## src/rtl/ex_stage_md_pkg.sv

```systemverilog
// rtl/ex_stage_md_pkg.sv - shared EX-stage encodings; EX_DIVIDER_EN enables the divide opcodes
package ex_stage_md_pkg;

    localparam logic [3:0] ALU_OP_NOP  = 4'd0;
    localparam logic [3:0] ALU_OP_AND  = 4'd1;
    localparam logic [3:0] ALU_OP_OR   = 4'd2;
    localparam logic [3:0] ALU_OP_XOR  = 4'd3;
    localparam logic [3:0] ALU_OP_ADDS = 4'd4;
    localparam logic [3:0] ALU_OP_ADDU = 4'd5;
    localparam logic [3:0] ALU_OP_SUBS = 4'd6;
    localparam logic [3:0] ALU_OP_SUBU = 4'd7;
    localparam logic [3:0] ALU_OP_SHRL = 4'd8;
    localparam logic [3:0] ALU_OP_SHLL = 4'd9;
    localparam logic [3:0] ALU_OP_MULU = 4'd10;
    localparam logic [3:0] ALU_OP_DIVU = 4'd11;
    localparam logic [3:0] ALU_OP_REMU = 4'd12;

    localparam logic [1:0] MEM_OP_NOP  = 2'd0;
    localparam logic [1:0] CTRL_OP_NOP = 2'd0;

    localparam logic [2:0] ISA_EXP_NO_EXP     = 3'd0;
    localparam logic [2:0] ISA_EXP_EXT_INT    = 3'd1;
    localparam logic [2:0] ISA_EXP_UNDEF_INSN = 3'd2;
    localparam logic [2:0] ISA_EXP_OVERFLOW   = 3'd3;

    typedef enum logic [1:0] {
        MD_STATE_IDLE = 2'd0,
        MD_STATE_BUSY = 2'd1,
        MD_STATE_DONE = 2'd2
    } MdStateBus;

    typedef logic [4:0] MdCntBus;

    // Opcodes that go through the iterative engine instead of the ALU.
    function automatic logic is_md_op(input logic [3:0] op);
`ifdef EX_DIVIDER_EN
        return (op == ALU_OP_MULU) || (op == ALU_OP_DIVU) || (op == ALU_OP_REMU);
`else
        return (op == ALU_OP_MULU);
`endif
    endfunction

endpackage

```

## src/rtl/ex_md_unit.sv

```systemverilog
// rtl/ex_md_unit.sv - iterative shift-add multiplier, one bit per cycle
// EX_DIVIDER_EN adds a restoring divider sharing the same registers and latency.
module ex_md_unit
    import ex_stage_md_pkg::*;
#(
    parameter int MD_ITER = 32
) (
    input  logic        clk,
    input  logic        reset,
    input  logic        start,
    input  logic        abort,
    input  logic        hold,
    input  logic [3:0]  op,
    input  logic [31:0] in_0,
    input  logic [31:0] in_1,
    output logic        busy,
    output logic        done,
    output logic [31:0] result
);

    MdStateBus   state;
    MdCntBus     cnt;
    logic [31:0] acc;
    logic [31:0] mcand;
    logic [31:0] mplier;

`ifdef EX_DIVIDER_EN
    // Divide reuses acc as partial remainder, mplier as dividend/quotient, mcand as divisor.
    logic [3:0]  op_q;
    logic [32:0] rem_sh;
    logic [32:0] rem_diff;
    logic        div_ge;

    assign rem_sh   = {acc, mplier[31]};
    assign rem_diff = rem_sh - {1'b0, mcand};
    assign div_ge   = (rem_sh >= {1'b0, mcand});
`endif

    assign busy = (state == MD_STATE_BUSY);
    assign done = (state == MD_STATE_DONE);

`ifdef EX_DIVIDER_EN
    assign result = (op_q == ALU_OP_DIVU) ? mplier : acc;
`else
    assign result = acc;
`endif

    always_ff @(posedge clk) begin
        if (reset) begin
            state  <= MD_STATE_IDLE;
            cnt    <= '0;
            acc    <= '0;
            mcand  <= '0;
            mplier <= '0;
`ifdef EX_DIVIDER_EN
            op_q   <= ALU_OP_MULU;
`endif
        end else if (abort) begin
            state <= MD_STATE_IDLE;
            cnt   <= '0;
        end else begin
            case (state)
                MD_STATE_IDLE: begin
                    if (start && is_md_op(op)) begin
                        state <= MD_STATE_BUSY;
                        cnt   <= '0;
                        acc   <= '0;
`ifdef EX_DIVIDER_EN
                        op_q <= op;
                        if (op == ALU_OP_MULU) begin
                            mcand  <= in_0;
                            mplier <= in_1;
                        end else begin
                            mcand  <= in_1;
                            mplier <= in_0;
                        end
`else
                        mcand  <= in_0;
                        mplier <= in_1;
`endif
                    end
                end
                MD_STATE_BUSY: begin
`ifdef EX_DIVIDER_EN
                    if (op_q != ALU_OP_MULU) begin
                        acc    <= div_ge ? rem_diff[31:0] : rem_sh[31:0];
                        mplier <= {mplier[30:0], div_ge};
                    end else begin
                        if (mplier[0]) acc <= acc + mcand;
                        mcand  <= {mcand[30:0], 1'b0};
                        mplier <= {1'b0, mplier[31:1]};
                    end
`else
                    if (mplier[0]) acc <= acc + mcand;
                    mcand  <= {mcand[30:0], 1'b0};
                    mplier <= {1'b0, mplier[31:1]};
`endif
                    if (cnt == MdCntBus'(MD_ITER - 1)) begin
                        state <= MD_STATE_DONE;
                    end else begin
                        cnt <= cnt + 1'b1;
                    end
                end
                MD_STATE_DONE: begin
                    if (!hold) state <= MD_STATE_IDLE;
                end
                default: state <= MD_STATE_IDLE;
            endcase
        end
    end

endmodule

```

## src/rtl/ex_stage_md.sv

```systemverilog
// rtl/ex_stage_md.sv - EX stage: ALU, iterative multiply engine, EX/MEM register
// EX_DIVIDER_EN adds DIVU/REMU through the same engine.
module ex_stage_md
    import ex_stage_md_pkg::*;
#(
    parameter int MD_ITER = 32
) (
    input  logic        clk,
    input  logic        reset,
    input  logic [29:0] id_pc,
    input  logic        id_en,
    input  logic [3:0]  id_alu_op,
    input  logic [31:0] id_alu_in_0,
    input  logic [31:0] id_alu_in_1,
    input  logic        id_br_flag,
    input  logic [1:0]  id_mem_op,
    input  logic [31:0] id_mem_wr_data,
    input  logic [1:0]  id_ctrl_op,
    input  logic [4:0]  id_dst_addr,
    input  logic        id_gpr_we_,
    input  logic [2:0]  id_exp_code,
    input  logic        stall,
    input  logic        flush,
    output logic [31:0] fwd_data,
    output logic        ex_stall_req,
    output logic [29:0] ex_pc,
    output logic        ex_en,
    output logic        ex_br_flag,
    output logic [1:0]  ex_mem_op,
    output logic [31:0] ex_mem_wr_data,
    output logic [1:0]  ex_ctrl_op,
    output logic [4:0]  ex_dst_addr,
    output logic        ex_gpr_we_,
    output logic [2:0]  ex_exp_code,
    output logic [31:0] ex_out
);

    logic        md_pending;
    logic        md_busy;
    logic        md_done;
    logic [31:0] md_result;
    logic [31:0] sum;
    logic [31:0] diff;
    logic [31:0] alu_out;
    logic        ovf;
    logic [2:0]  exp_next;

    assign md_pending = id_en && is_md_op(id_alu_op);

    ex_md_unit #(
        .MD_ITER (MD_ITER)
    ) u_md (
        .clk    (clk),
        .reset  (reset),
        .start  (md_pending && !flush),
        .abort  (flush),
        .hold   (stall),
        .op     (id_alu_op),
        .in_0   (id_alu_in_0),
        .in_1   (id_alu_in_1),
        .busy   (md_busy),
        .done   (md_done),
        .result (md_result)
    );

    // DONE drops the request so the finished op can load EX/MEM like a normal instruction.
    assign ex_stall_req = (!md_busy && !md_done && md_pending) || md_busy;

    assign sum  = id_alu_in_0 + id_alu_in_1;
    assign diff = id_alu_in_0 - id_alu_in_1;

    always_comb begin
        alu_out = '0;
        ovf     = 1'b0;
        case (id_alu_op)
            ALU_OP_AND:  alu_out = id_alu_in_0 & id_alu_in_1;
            ALU_OP_OR:   alu_out = id_alu_in_0 | id_alu_in_1;
            ALU_OP_XOR:  alu_out = id_alu_in_0 ^ id_alu_in_1;
            ALU_OP_ADDS: begin
                alu_out = sum;
                ovf     = (id_alu_in_0[31] == id_alu_in_1[31]) && (sum[31] != id_alu_in_0[31]);
            end
            ALU_OP_ADDU: alu_out = sum;
            ALU_OP_SUBS: begin
                alu_out = diff;
                ovf     = (id_alu_in_0[31] != id_alu_in_1[31]) && (diff[31] != id_alu_in_0[31]);
            end
            ALU_OP_SUBU: alu_out = diff;
            ALU_OP_SHRL: alu_out = id_alu_in_0 >> id_alu_in_1[4:0];
            ALU_OP_SHLL: alu_out = id_alu_in_0 << id_alu_in_1[4:0];
            default:     alu_out = '0;
        endcase
    end

    assign fwd_data = md_done ? md_result : alu_out;
    assign exp_next = (ovf && (id_exp_code == ISA_EXP_NO_EXP)) ? ISA_EXP_OVERFLOW : id_exp_code;

    always_ff @(posedge clk) begin
        if (reset || (!stall && (flush || ex_stall_req))) begin
            ex_pc          <= '0;
            ex_en          <= 1'b0;
            ex_br_flag     <= 1'b0;
            ex_mem_op      <= MEM_OP_NOP;
            ex_mem_wr_data <= '0;
            ex_ctrl_op     <= CTRL_OP_NOP;
            ex_dst_addr    <= '0;
            ex_gpr_we_     <= 1'b1;
            ex_exp_code    <= ISA_EXP_NO_EXP;
            ex_out         <= '0;
        end else if (!stall) begin
            ex_pc          <= id_pc;
            ex_en          <= id_en;
            ex_br_flag     <= id_br_flag;
            ex_mem_op      <= id_mem_op;
            ex_mem_wr_data <= id_mem_wr_data;
            ex_ctrl_op     <= id_ctrl_op;
            ex_dst_addr    <= id_dst_addr;
            ex_gpr_we_     <= id_gpr_we_;
            ex_exp_code    <= exp_next;
            ex_out         <= fwd_data;
        end
    end

endmodule

```

## config.mk

```make
export PLATFORM = sky130hd
export DESIGN_NAME = ex_stage_md
export DESIGN_NICKNAME = d
export VERILOG_FILES = /design/src/rtl/ex_stage_md_pkg.sv /design/src/rtl/ex_md_unit.sv /design/src/rtl/ex_stage_md.sv
export SDC_FILE = /design/constraint.sdc
export NUM_CORES = 1
export LEC_CHECK = 0
export CAP_MARGIN = 10
export CORE_MARGIN = 2
export CORE_UTILIZATION = 45
export DETAILED_ROUTE_END_ITERATION = 7
export GPL_TIMING_DRIVEN = 0
export PLACE_DENSITY_LB_ADDON = 0.1
export SLEW_MARGIN = 15
export SYNTH_ARGS = -nofsm -noshare
export SYNTH_HDL_FRONTEND = slang
export SYNTH_SLANG_ARGS = --single-unit
```

## constraint.sdc

```tcl
create_clock -name clk -period 5.7 [get_ports clk]
set_input_delay 1.14 -clock clk [delete_from_list [all_inputs] [get_ports clk]]
set_output_delay 1.14 -clock clk [all_outputs]
set_load 0.03 [all_outputs]
```

==> results.md <==
- Status: complete, but fails checks
- Failing checks: setup timing
- First-pass GRT wire length: 126000 um
- Overall Global Routing Usage: about two fifths
- Placed cells: 3114
- Via density: about 6.4
- Clk_skew: 16.5 ps
- Synth area leaders: dfxtp_1 (23%), mux2i_1 (11%), ha_1 (9.8%)
- Initial Utilization: 45.3%
- GR Overflow Total: 0
- Final worst slack: -23.1 ps
- Hpwl dp: around 70000 um
- Wire length per cell: around 27 um
- Post-synth ARST share: 0%
- Worst-path clk slew: 60 ps
- DR DRC count: 0
- Number of buffers created by CTS: 27
- Post-synth top cells: nor2_1 (348), dfxtp_1 (212), mux2i_1 (202), a21oi_1 (161), ha_1 (145)
- Slew @ Worst Pin: around 1100 ps
- Internal: 3.43 mW
- Gp weighted congestion: between 1 and 1.5
- Final setup viols: 3
- Pre-Repair DR Iteration Count: 6
- NetSw: 1.84 mW
- Antenna viol nets, final: 0
- Htree depth: 1
- Tmin final: 5720 ps
- Initial antenna violation count: 1
- CTS Sinks: between 200 and 250
- Mapped cell area: around 18000 sq um
- CP Data Arrival Time: around 4600 ps
- Layout fillers: about 3800
- Post-synthesis cell type count: 86
- Period utilisation layout: 100%
- Pwr dens: roughly 220 nW/um^2
- Dpl cell area: approximately 22000 sq um
- Total number of vias: 20300
- Relative max-transition margin: 28.9%
- Area grow syn2layout: 31.3%
- Largest area contributor in the netlist: dfxtp_1
- Prevailing post-synth register cell: dfxtp_1
- Clk buf depth: 3
- Setup tns final: -48.6 ps
- Max Cap Viol: 0
- Gate power share: about 33%
- Fin area: 24200 sq um
- EDFF count, synth: 0
- Initial DRC Count: 2203
- DP Worst Slack: -2390 ps
- Critical Path Sink Type: output pin
- Chip width: 206 um
- # IOs: 291
- Fin nets: 2936
- Die Area: 42600 sq um
- Clock Root Buffer: clkbuf_16
- Max Freq: 175 MHz
- Mean Syn Cell Area: 8.04 sq um
- Net Count, Synth: 2590
- Post-synthesis sequential area ratio: 23.0%
- Row count: 74
- Pwr Total: 5.27 mW
- Core region area: 40600 sq um
- Number of register bits inferred by synthesis: roughly 210
- Pin count of the biggest net entering global routing: 14
- Maximum VDD drop: 0.000221 V
- Synthesis Warnings: 0
- Hold Crit Class: reg -> reg
- Max-slew violations: 0
- Synth top area share: 23.0%
- Critical path peak fanout: 10
- Die Y: 206 um
- Leakage: about 10 nW
- Port-buffer cells: around 290
- Post-CTS Hold Buffers: 0
- Cells after synthesis: 2293
- WL final: between 80000 and 90000 um
- Crit Path Class: in -> out
- Register share of total power: between 20% and 30%
- Worst-Skew Late Latency: 570 ps
- Vias in the first global route: 19600
- Clock power frac: 37.4%
- Hold Fails Final Rpt: 0
- Critical path data required time: 4560 ps
- Switching Share: 34.9%
- Most common cell in the netlist: nor2_1
- Fin cells: 3194
- CTS tree: built
- Layout cells sized above 1: between 10% and 20%
- Setup crit start kind: input pin
## state kept, by name, indices dropped and copies added, names as in the netlist
name	count
ex_pc	30
ex_exp_code	3
ex_br_flag	1
u_md.result	32
ex_ctrl_op	2
ex_dst_addr	5
u_md.mplier	32
ex_gpr_we_	1
ex_en	1
ex_mem_wr_data	32
u_md.mcand	32
ex_out	32
ex_mem_op	2
u_md.state	2
u_md.cnt	5
## what timing repair did
item,CTS,global route
buffers inserted,24,11
pin swaps,25,25
resized for setup,407,101
endpoints found under the setup margin,34,29
## cell type report
class                      instances  area [sq um]  share of cell area (%)
sequential                       212          4240                    17.5
timing repair buffer             323          3120                    12.9
multi-input combinational       1810         13900                    57.4
clock buffer                      35           786                    3.25
antenna                            2          5.00                  0.0207
inverter                         103           410                    1.70
buffer                           162           830                    3.43
tap                              532           666                    2.75
clock inverter                    15           255                    1.05
## path summary, 6_finish.rpt
check	startpoint	slack [ps]	endpoint	depth (start not counted)
setup / recovery	id_alu_op[1]	-20	fwd_data[4]	10
hold / removal	ex_out[6]$_SDFFE_PP0N_	460	ex_out[6]$_SDFFE_PP0N_	2
setup reg to reg	u_md.result[4]$_SDFFE_PP0P_	2300	u_md.result[31]$_SDFFE_PP0P_	11
hold reg to reg	ex_out[6]$_SDFFE_PP0N_	460	ex_out[6]$_SDFFE_PP0N_	2
## routing by layer
layer	track usage [%]	vias up	share of wire, %
li1	-	9075	-
met4	24.4	0	7.5
met2	64.0	1240	44
met5	0	-	0
met3	9.76	313	11
met1	48.3	9654	38
## cells by family after synthesis
logic type	after synthesis	synth area share (%)
adder cells (fa/ha/maj)	148	10.2
XOR/XNOR	54	2.57
AO/OA/AOI/OAI	666	24.4
buffers and inverters	271	5.74
AND/OR/NAND/NOR	663	15.6
multiplexers	279	18.5
flip-flops	212	23.0
## power by group through the flow
| stage | registers (mW) | logic [mW] | clock network [mW] |
|---|---|---|---|
| floorplan | 1.65 | 0.808 | 0 |
| global placement | 1.58 | 1.55 | 0 |
| detailed placement | 1.58 | 1.55 | 0 |
| CTS | 1.55 | 1.67 | 2.00 |
| global route | 1.55 | 1.83 | 2.05 |
| finish | 1.55 | 1.76 | 1.97 |
## critical path, cell delays in order
cell             delay (ps)
clkdlybuf4s50_1         540
buf_2                   300
buf_2                   400
a21oi_1                 110
a22oi_1                 180
xnor2_1                 120
a222oi_1                520
o211ai_1                310
a22o_1                  330
clkdlybuf4s50_1         610
## placed cells by master, fill, tap and decap left out, drive strengths merged, types with 11 or more instances in the layout
cell	instances
mux2i	202
clkdlybuf4s15	18
nor2b	14
nand2	135
o31ai	15
a211oi	79
mux4	46
nor3	39
a21oi	163
a21o	37
nand3	30
clkdlybuf4s50	215
o21ai	136
xnor2	40
a22o	29
a221oi	14
mux2	31
nand2b	17
o21bai	14
o211ai	17
buf	101
a22oi	31
and3	17
or3	20
inv	105
o22ai	11
xor2	14
a31oi	16
nor2	348
dlygate4sd2	13
clkbuf	164
dfxtp	212
ha	145
## through the flow
stage               utilization (%)  hold slack [ps]
global placement               54.2              447
global route                   59.5              484
detailed placement             54.2              454
CTS                            59.0              461
finish                         59.6              460
floorplan                         -              432
(Power assumes the default switching activity.)
